### config.mk
export PLATFORM = sky130hd
export DESIGN_NAME = i2s_frame_sched_flat
export DESIGN_NICKNAME = d
export VERILOG_FILES = /design/src/rtl/i2s_pkg.sv /design/src/rtl/i2s_frame_sched_if.sv /design/src/rtl/i2s_frame_sched.sv /design/src/flat_wrapper.sv
export SDC_FILE = /design/constraint.sdc
export NUM_CORES = 1
export LEC_CHECK = 0
export CAP_MARGIN = 20
export CELL_PAD_IN_SITES_DETAIL_PLACEMENT = 0
export CELL_PAD_IN_SITES_GLOBAL_PLACEMENT = 1
export CORE_ASPECT_RATIO = 1.75
export CORE_MARGIN = 1
export CORE_UTILIZATION = 44
export CTS_BUF_LIST = sky130_fd_sc_hd__clkbuf_4 sky130_fd_sc_hd__clkbuf_8 sky130_fd_sc_hd__clkbuf_16
export DETAILED_ROUTE_END_ITERATION = 12
export GPL_TIMING_DRIVEN = 0
export PLACE_DENSITY_LB_ADDON = 0.1
export SETUP_SLACK_MARGIN = 0.1
export SYNTH_ARGS = -nofsm -noshare
export SYNTH_HDL_FRONTEND = slang
export SYNTH_SLANG_ARGS = --single-unit
### constraint.sdc
create_clock -name clk -period 10.3 [get_ports clk]
set_input_delay 2.575 -clock clk [delete_from_list [all_inputs] [get_ports clk]]
set_output_delay 2.575 -clock clk [all_outputs]
set_load 0.02 [all_outputs]
### src/rtl/i2s_pkg.sv
// Shared types and constants for the I2S frame scheduler.
package i2s_pkg;

   localparam int I2S_DEFAULT_DW = 24;

   typedef enum logic [1:0] {
      IDLE   = 2'd0,
      WAIT_L = 2'd1,
      WAIT_R = 2'd2,
      FULL   = 2'd3
   } i2s_sched_state_t;

endpackage

### src/rtl/i2s_frame_sched_if.sv
// Sample-stream handshake between an audio source and the I2S frame scheduler.
interface i2s_frame_sched_if #(
   parameter int DW = i2s_pkg::I2S_DEFAULT_DW
);
   logic [DW-1:0] s_data;
   logic          s_valid;
   logic          s_ready;

   modport master (output s_data, output s_valid, input s_ready);
   modport slave  (input s_data, input s_valid, output s_ready);
endinterface

### src/rtl/i2s_frame_sched.sv
// Prefetches one left/right pair from the sample stream and hands it to the serializer on each frame strobe.
// Optional underrun counter port/logic is built when I2S_SCHED_UNDERRUN_CNT_EN is defined.
//
// state  | meaning
// IDLE   | scheduler disabled, strobes ignored, stream stalled
// WAIT_L | expecting the left word of the next pair
// WAIT_R | left word held, expecting the right word
// FULL   | complete pair held, waiting for the frame strobe
module i2s_frame_sched
   import i2s_pkg::*;
#(
   parameter int DW            = I2S_DEFAULT_DW,
   parameter int UNDERRUN_HOLD = 0
) (
   input  logic               clk,
   input  logic               rst,
   input  logic               en,
   input  logic               frame_strobe,
   i2s_frame_sched_if.slave   stream,
   output logic [DW-1:0]      tx_left,
   output logic [DW-1:0]      tx_right,
   output logic               tx_load,
   output logic               underrun
`ifdef I2S_SCHED_UNDERRUN_CNT_EN
   ,
   output logic [15:0]        underrun_cnt
`endif
);

   i2s_sched_state_t state, state_nxt;
   logic [DW-1:0]    pend_l, pend_r;
   logic [DW-1:0]    load_l, load_r;
   logic             accept, do_load, do_under;
   logic             pend_l_we, pend_r_we;

   assign stream.s_ready = en && ((state == WAIT_L) || (state == WAIT_R));
   assign accept         = stream.s_ready && stream.s_valid;

   always_ff @(posedge clk or posedge rst) begin
      if (rst) state <= IDLE;
      else     state <= state_nxt;
   end

   always_comb begin
      state_nxt = state;
      do_load   = 1'b0;
      do_under  = 1'b0;
      load_l    = pend_l;
      load_r    = pend_r;
      pend_l_we = 1'b0;
      pend_r_we = 1'b0;
      if (!en) begin
         state_nxt = IDLE;
      end else begin
         case (state)
            IDLE: state_nxt = WAIT_L;
            WAIT_L: begin
               // a left word arriving with the strobe is dropped with the frame
               if (frame_strobe) begin
                  do_under  = 1'b1;
                  state_nxt = WAIT_L;
               end else if (accept) begin
                  pend_l_we = 1'b1;
                  state_nxt = WAIT_R;
               end
            end
            WAIT_R: begin
               if (frame_strobe) begin
                  state_nxt = WAIT_L;
                  if (accept) begin
                     do_load = 1'b1;
                     load_r  = stream.s_data;
                  end else begin
                     do_under = 1'b1;
                  end
               end else if (accept) begin
                  pend_r_we = 1'b1;
                  state_nxt = FULL;
               end
            end
            FULL: begin
               if (frame_strobe) begin
                  do_load   = 1'b1;
                  state_nxt = WAIT_L;
               end
            end
            default: state_nxt = IDLE;
         endcase
      end
   end

   always_ff @(posedge clk or posedge rst) begin
      if (rst) begin
         pend_l   <= '0;
         pend_r   <= '0;
         tx_left  <= '0;
         tx_right <= '0;
         tx_load  <= 1'b0;
         underrun <= 1'b0;
      end else begin
         tx_load  <= do_load || do_under;
         underrun <= do_under;
         if (pend_l_we) pend_l <= stream.s_data;
         if (pend_r_we) pend_r <= stream.s_data;
         if (do_load) begin
            tx_left  <= load_l;
            tx_right <= load_r;
         end else if (do_under && (UNDERRUN_HOLD == 0)) begin
            tx_left  <= '0;
            tx_right <= '0;
         end
      end
   end

`ifdef I2S_SCHED_UNDERRUN_CNT_EN
   always_ff @(posedge clk or posedge rst) begin
      if (rst)                                        underrun_cnt <= '0;
      else if (!en)                                   underrun_cnt <= '0;
      else if (do_under && (underrun_cnt != 16'hFFFF)) underrun_cnt <= underrun_cnt + 16'd1;
   end
`endif

endmodule

### src/flat_wrapper.sv
// flat-port wrapper written by rule: the top's interface ports become plain ports
module i2s_frame_sched_flat import i2s_pkg::*;
#(
   parameter int DW            = I2S_DEFAULT_DW,
   parameter int UNDERRUN_HOLD = 0
)
  (clk, rst, en, frame_strobe, tx_left, tx_right, tx_load, underrun, stream_s_data, stream_s_valid, stream_s_ready);
  i2s_frame_sched_if #(.DW(DW)) stream_i ();
  input  logic clk;
  input  logic rst;
  input  logic en;
  input  logic frame_strobe;
  output logic [DW-1:0] tx_left;
  output logic [DW-1:0] tx_right;
  output logic tx_load;
  output logic underrun;
  input wire logic [$bits(stream_i.s_data)-1:0] stream_s_data;
  input wire logic [$bits(stream_i.s_valid)-1:0] stream_s_valid;
  output wire logic [$bits(stream_i.s_ready)-1:0] stream_s_ready;
  assign stream_i.s_data = stream_s_data;
  assign stream_i.s_valid = stream_s_valid;
  assign stream_s_ready = stream_i.s_ready;
  i2s_frame_sched #(.DW(DW), .UNDERRUN_HOLD(UNDERRUN_HOLD)) u_core (.clk(clk), .rst(rst), .en(en), .frame_strobe(frame_strobe), .stream(stream_i), .tx_left(tx_left), .tx_right(tx_right), .tx_load(tx_load), .underrun(underrun));
endmodule
# ---- After elaboration in Yosys (flattened, before gate mapping)
# Index checks and enable logic that the tools add are counted.
dict set report word_totals {
  in_bits 29
  regBits 100
}
dict set report classes {
  n_reduce_logical 7
  mux 28
  n_eq_ne 6
}
# cell n
set op_table {}
lappend op_table {{$mux 24} 7}
lappend op_table {{$mux 1} 12}
lappend op_table {{$mux 2} 6}
lappend op_table {{$ne 4x3->1 const B} 2}
lappend op_table {{$pmux 2 s4} 1}
lappend op_table {{$eq 2x2->1 const B} 2}
lappend op_table {{$pmux 1 s2} 2}
lappend op_table {{$ne 3x3->1 const B} 1}
lappend op_table {{$reduce_and 3->1} 1}
lappend op_table {{$eq 2x1->1 const B} 1}
lappend op_table {{$logic_and 1x1->1} 2}
lappend op_table {{$logic_not 2->1} 1}
lappend op_table {{$logic_or 1x1->1} 2}
lappend op_table {{$reduce_bool 2->1} 1}

# ---- Logic depth before layout (Yosys ltp)
dict set report depth {
  ltp_word 10
  depth_mapped 7
}

# ---- Worst setup path before layout
# Ideal clock, no wire load.
dict set report synth_path {
  path_kind {input-to-output}
  start {input port en}
  end {output port stream_s_ready}
  path_buffers 0
  cell_stages 1
  t_arrival_ns 2.821
  path_slack_ns 4.904
  required_time_ns 7.725
  cell_sequence {and2b_2}
}
dict set report synth_between {
  elab_chain_len 1
}
# item line
set synth_lines {}
lappend synth_lines {{start: declaration} flat_wrapper.sv:11} ;# input logic en;
lappend synth_lines {{$logic_and 1x1->1} i2s_frame_sched.sv:36} ;# assign stream.s_ready = en && ((state == WAIT_L) || (state == WAIT_R));
lappend synth_lines {{end: declaration} flat_wrapper.sv:19} ;# output wire logic [$bits(stream_i.s_ready)-1:0] stream_s_ready;
# Every way passes these cells.

# ---- Worst setup path in the final report
# Same ends and word-level chain as after synthesis.

==> metrics <==
hold crit path type=flop to flop; Total GRT Usage=21.9%; Die Y=131 µm; origin of the worst setup path=en; Core ar.=0.00915 mm²; CTS sink cnt=100; outcome=completed; Setup TNS=0 ps; first-pass GRT wire length=16,000 µm; post-synth cell types=30; Total Routed Length=9700 µm; # diodes=0; # hold bufs at CTS=0; P&R area growth vs syn=30.8%; leak pwr=2.68 nW; critical path arrival=4070 ps; vias in the first global route=3,172; Max-cap violations=0; Slew headroom=56.3%; Mapped Nets=404; Total Die Area=0.00993 mm²; Place WS=3660 ps; # DRC=0; share of cells above drive strength 1=10.7%; Max FO, Critical Path=8; CTS resizes=0; origin of the critical flop-to-flop path=u_core.state[0]; CTS H-tree depth=3; CP required=7730 ps; RePlAce Congestion=0.770; total power draw=0.880 mW; initial antenna violation count=0; Worst Tran Pin Value=656 ps; Worst-path clk slew=70 ps; Initial Utilization=45.8%; CP Capture Type=output port; Clock Skew=4.69 ps; Startpoint Class=input port; Peak Freq=0.151 GHz; Num CTS Buffers=9; Util after Layout=59.9%; FF+latch count, synth=100; Ports=80; synthesized area=0.00419 mm²; Hold Violations, Final=0; flop2flop setup slack=8180 ps; fin worst setup slack=3660 ps; first drt pass iteration count=4; post-CTS setup buffers=0; hold path start=u_core.load_l[2]; vias per cell=5.27; NumNets Final=493; Root Driver=clkbuf_16; crit path to=stream_s_ready; Die Span X=75.8 µm; CP Class=input port to output port; VDD IR-drop max=101 µV; hold depth=2; Port Buffers=77; RSZ-0062 raised after global routing=false; fin crit period=6640 ps; register area share after synthesis=59.7%; hpwl dp=6990 µm; Filler cells=765; R2R Path End=u_core.pend_r[3]; # setup viols final=0; Worst-Skew Late Latency=340 ps; Final Max Tran Viols=0; clk buf depth=2; Ys Warns=0; gr ovfl total=0; TritonCTS clock tree=yes; Vias=3,087; drt first-iter violations=175; Cell Pwr Density=161 mW/mm²; per-cell routed wire length=16.6 µm; Antenna Nets Post-Route=0; Post-Syn Instances=372; syn avg cell area=11.3 µm²; # rows=46; fin crit share=64.5%; worst-case reg-to-reg path depth=7; largest net degree at the start of global routing=53
worst max-delay path, stage by stage:
cell             delay, ps
clkdlybuf4s50_1        620
and2b_2                250
clkdlybuf4s50_1        620
power by group:
group | internal [mW] | switching, mW | total (mW) | leakage, nW
sequential | 0.419 | 0.0131 | 0.432 | 1.37
combinational | 0.0346 | 0.0316 | 0.0662 | 1.13
clock | 0.237 | 0.144 | 0.381 | 0.170
total | 0.691 | 0.189 | 0.880 | 2.68
Yosys cell counts:
cell type  count  share of area (%)
and3b_1        1               0.21
buf_6          4                1.1
nand3_1       49                5.9
nor2b_1        1               0.15
a211oi_1       1               0.18
a21oi_1        1               0.12
and3_1         1               0.15
dfrtp_1      100                 60
o211a_1        1               0.24
o31ai_1        1               0.18
inv_1          4               0.36
buf_2         13                1.6
o31a_1         1               0.21
nand3_2        1               0.24
mux2_1        40                 11
a31oi_1       24                3.6
o21a_1         1               0.18
o211ai_2       2               0.60
nand2_1       74                6.6
nand4_1        1               0.15
clkbuf_1       8               0.72
and2b_2        1               0.21
a2111oi_0      2               0.42
mux2_2         8                2.2
ha_1           3               0.90
and2b_1        1               0.18
nor2_4         1               0.27
or3b_2         1               0.21
nor2_1        25                2.2
nand4b_4       1               0.57
metal layers:
layer | global-route usage [%] | vias to the layer above | wire length [µm] | part of all wire (%)
li1 | - | 1468 | - | -
met1 | 27.0 | 1533 | 4020 | 41
met2 | 38.5 | 76 | 5220 | 54
met3 | 2.75 | 10 | 331 | 3.4
met4 | 8.17 | 0 | 138 | 1.4
met5 | 0 | - | 0 | 0
per-stage QoR:
stage / instances / area [µm²] / hold slack [ps]
global placement: 569 / 5110 / 448
floorplan: 372 / 4190 / 433
finish: 586 / 5480 / 464
CTS: 586 / 5480 / 467
detailed placement: 570 / 5140 / 450
global route: 586 / 5480 / 475
layout make-up:
class                      instances  area, µm²  share of cell area (%)
buffer                            25        140                    2.56
clock buffer                       9        225                    4.11
clock inverter                     7        114                    2.08
inverter                           4       17.5                   0.320
multi-input combinational        243       1530                    28.0
sequential                       100       2500                    45.7
tap                              120        150                    2.74
timing repair buffer              78        798                    14.6
worst min path at each step:
| stage | slack, ps | end |
|---|---|---|
| after floorplan | 430 | u_core.tx_left[20] |
| after global placement | 450 | u_core.tx_left[9] |
| after detailed placement | 450 | u_core.tx_left[21] |
| after CTS | 470 | u_core.tx_left[21] |
| after global routing | 470 | u_core.tx_left[2] |
| final | 460 | u_core.tx_left[2] |
cell families (layout without fill, tap and decap cells):
family,count (synthesis),in the layout,synth area share (%)
flops,100,100,59.7
fa+ha+maj,3,3,0.896
buf+inv,29,123,3.70
mux,48,48,12.9
simple gates,158,158,17.1
compound gates,34,34,5.70
cell usage in the layout (no fill, tap or decap), types with 4 or more instances in the layout:
| cell type | netlist | layout |
|---|---|---|
| nor2_1 | 25 | 25 |
| a31oi_1 | 24 | 24 |
| buf_2 | 13 | 13 |
| mux2_2 | 8 | 8 |
| clkbuf_16 | 0 | 9 |
| clkbuf_1 | 8 | 8 |
| dfrtp_1 | 100 | 100 |
| buf_6 | 4 | 4 |
| nand2_1 | 74 | 74 |
| mux2_1 | 40 | 40 |
| clkdlybuf4s50_1 | 0 | 77 |
| nand3_1 | 49 | 49 |
sequential cells by signal (all words and copies together) (netlist names):
name             cells
u_core.load_l       24
u_core.pend_r       24
u_core.tx_left      24
u_core.underrun      1
u_core.tx_load       1
u_core.state         2
u_core.tx_right     24
(Power assumes the default switching activity.)
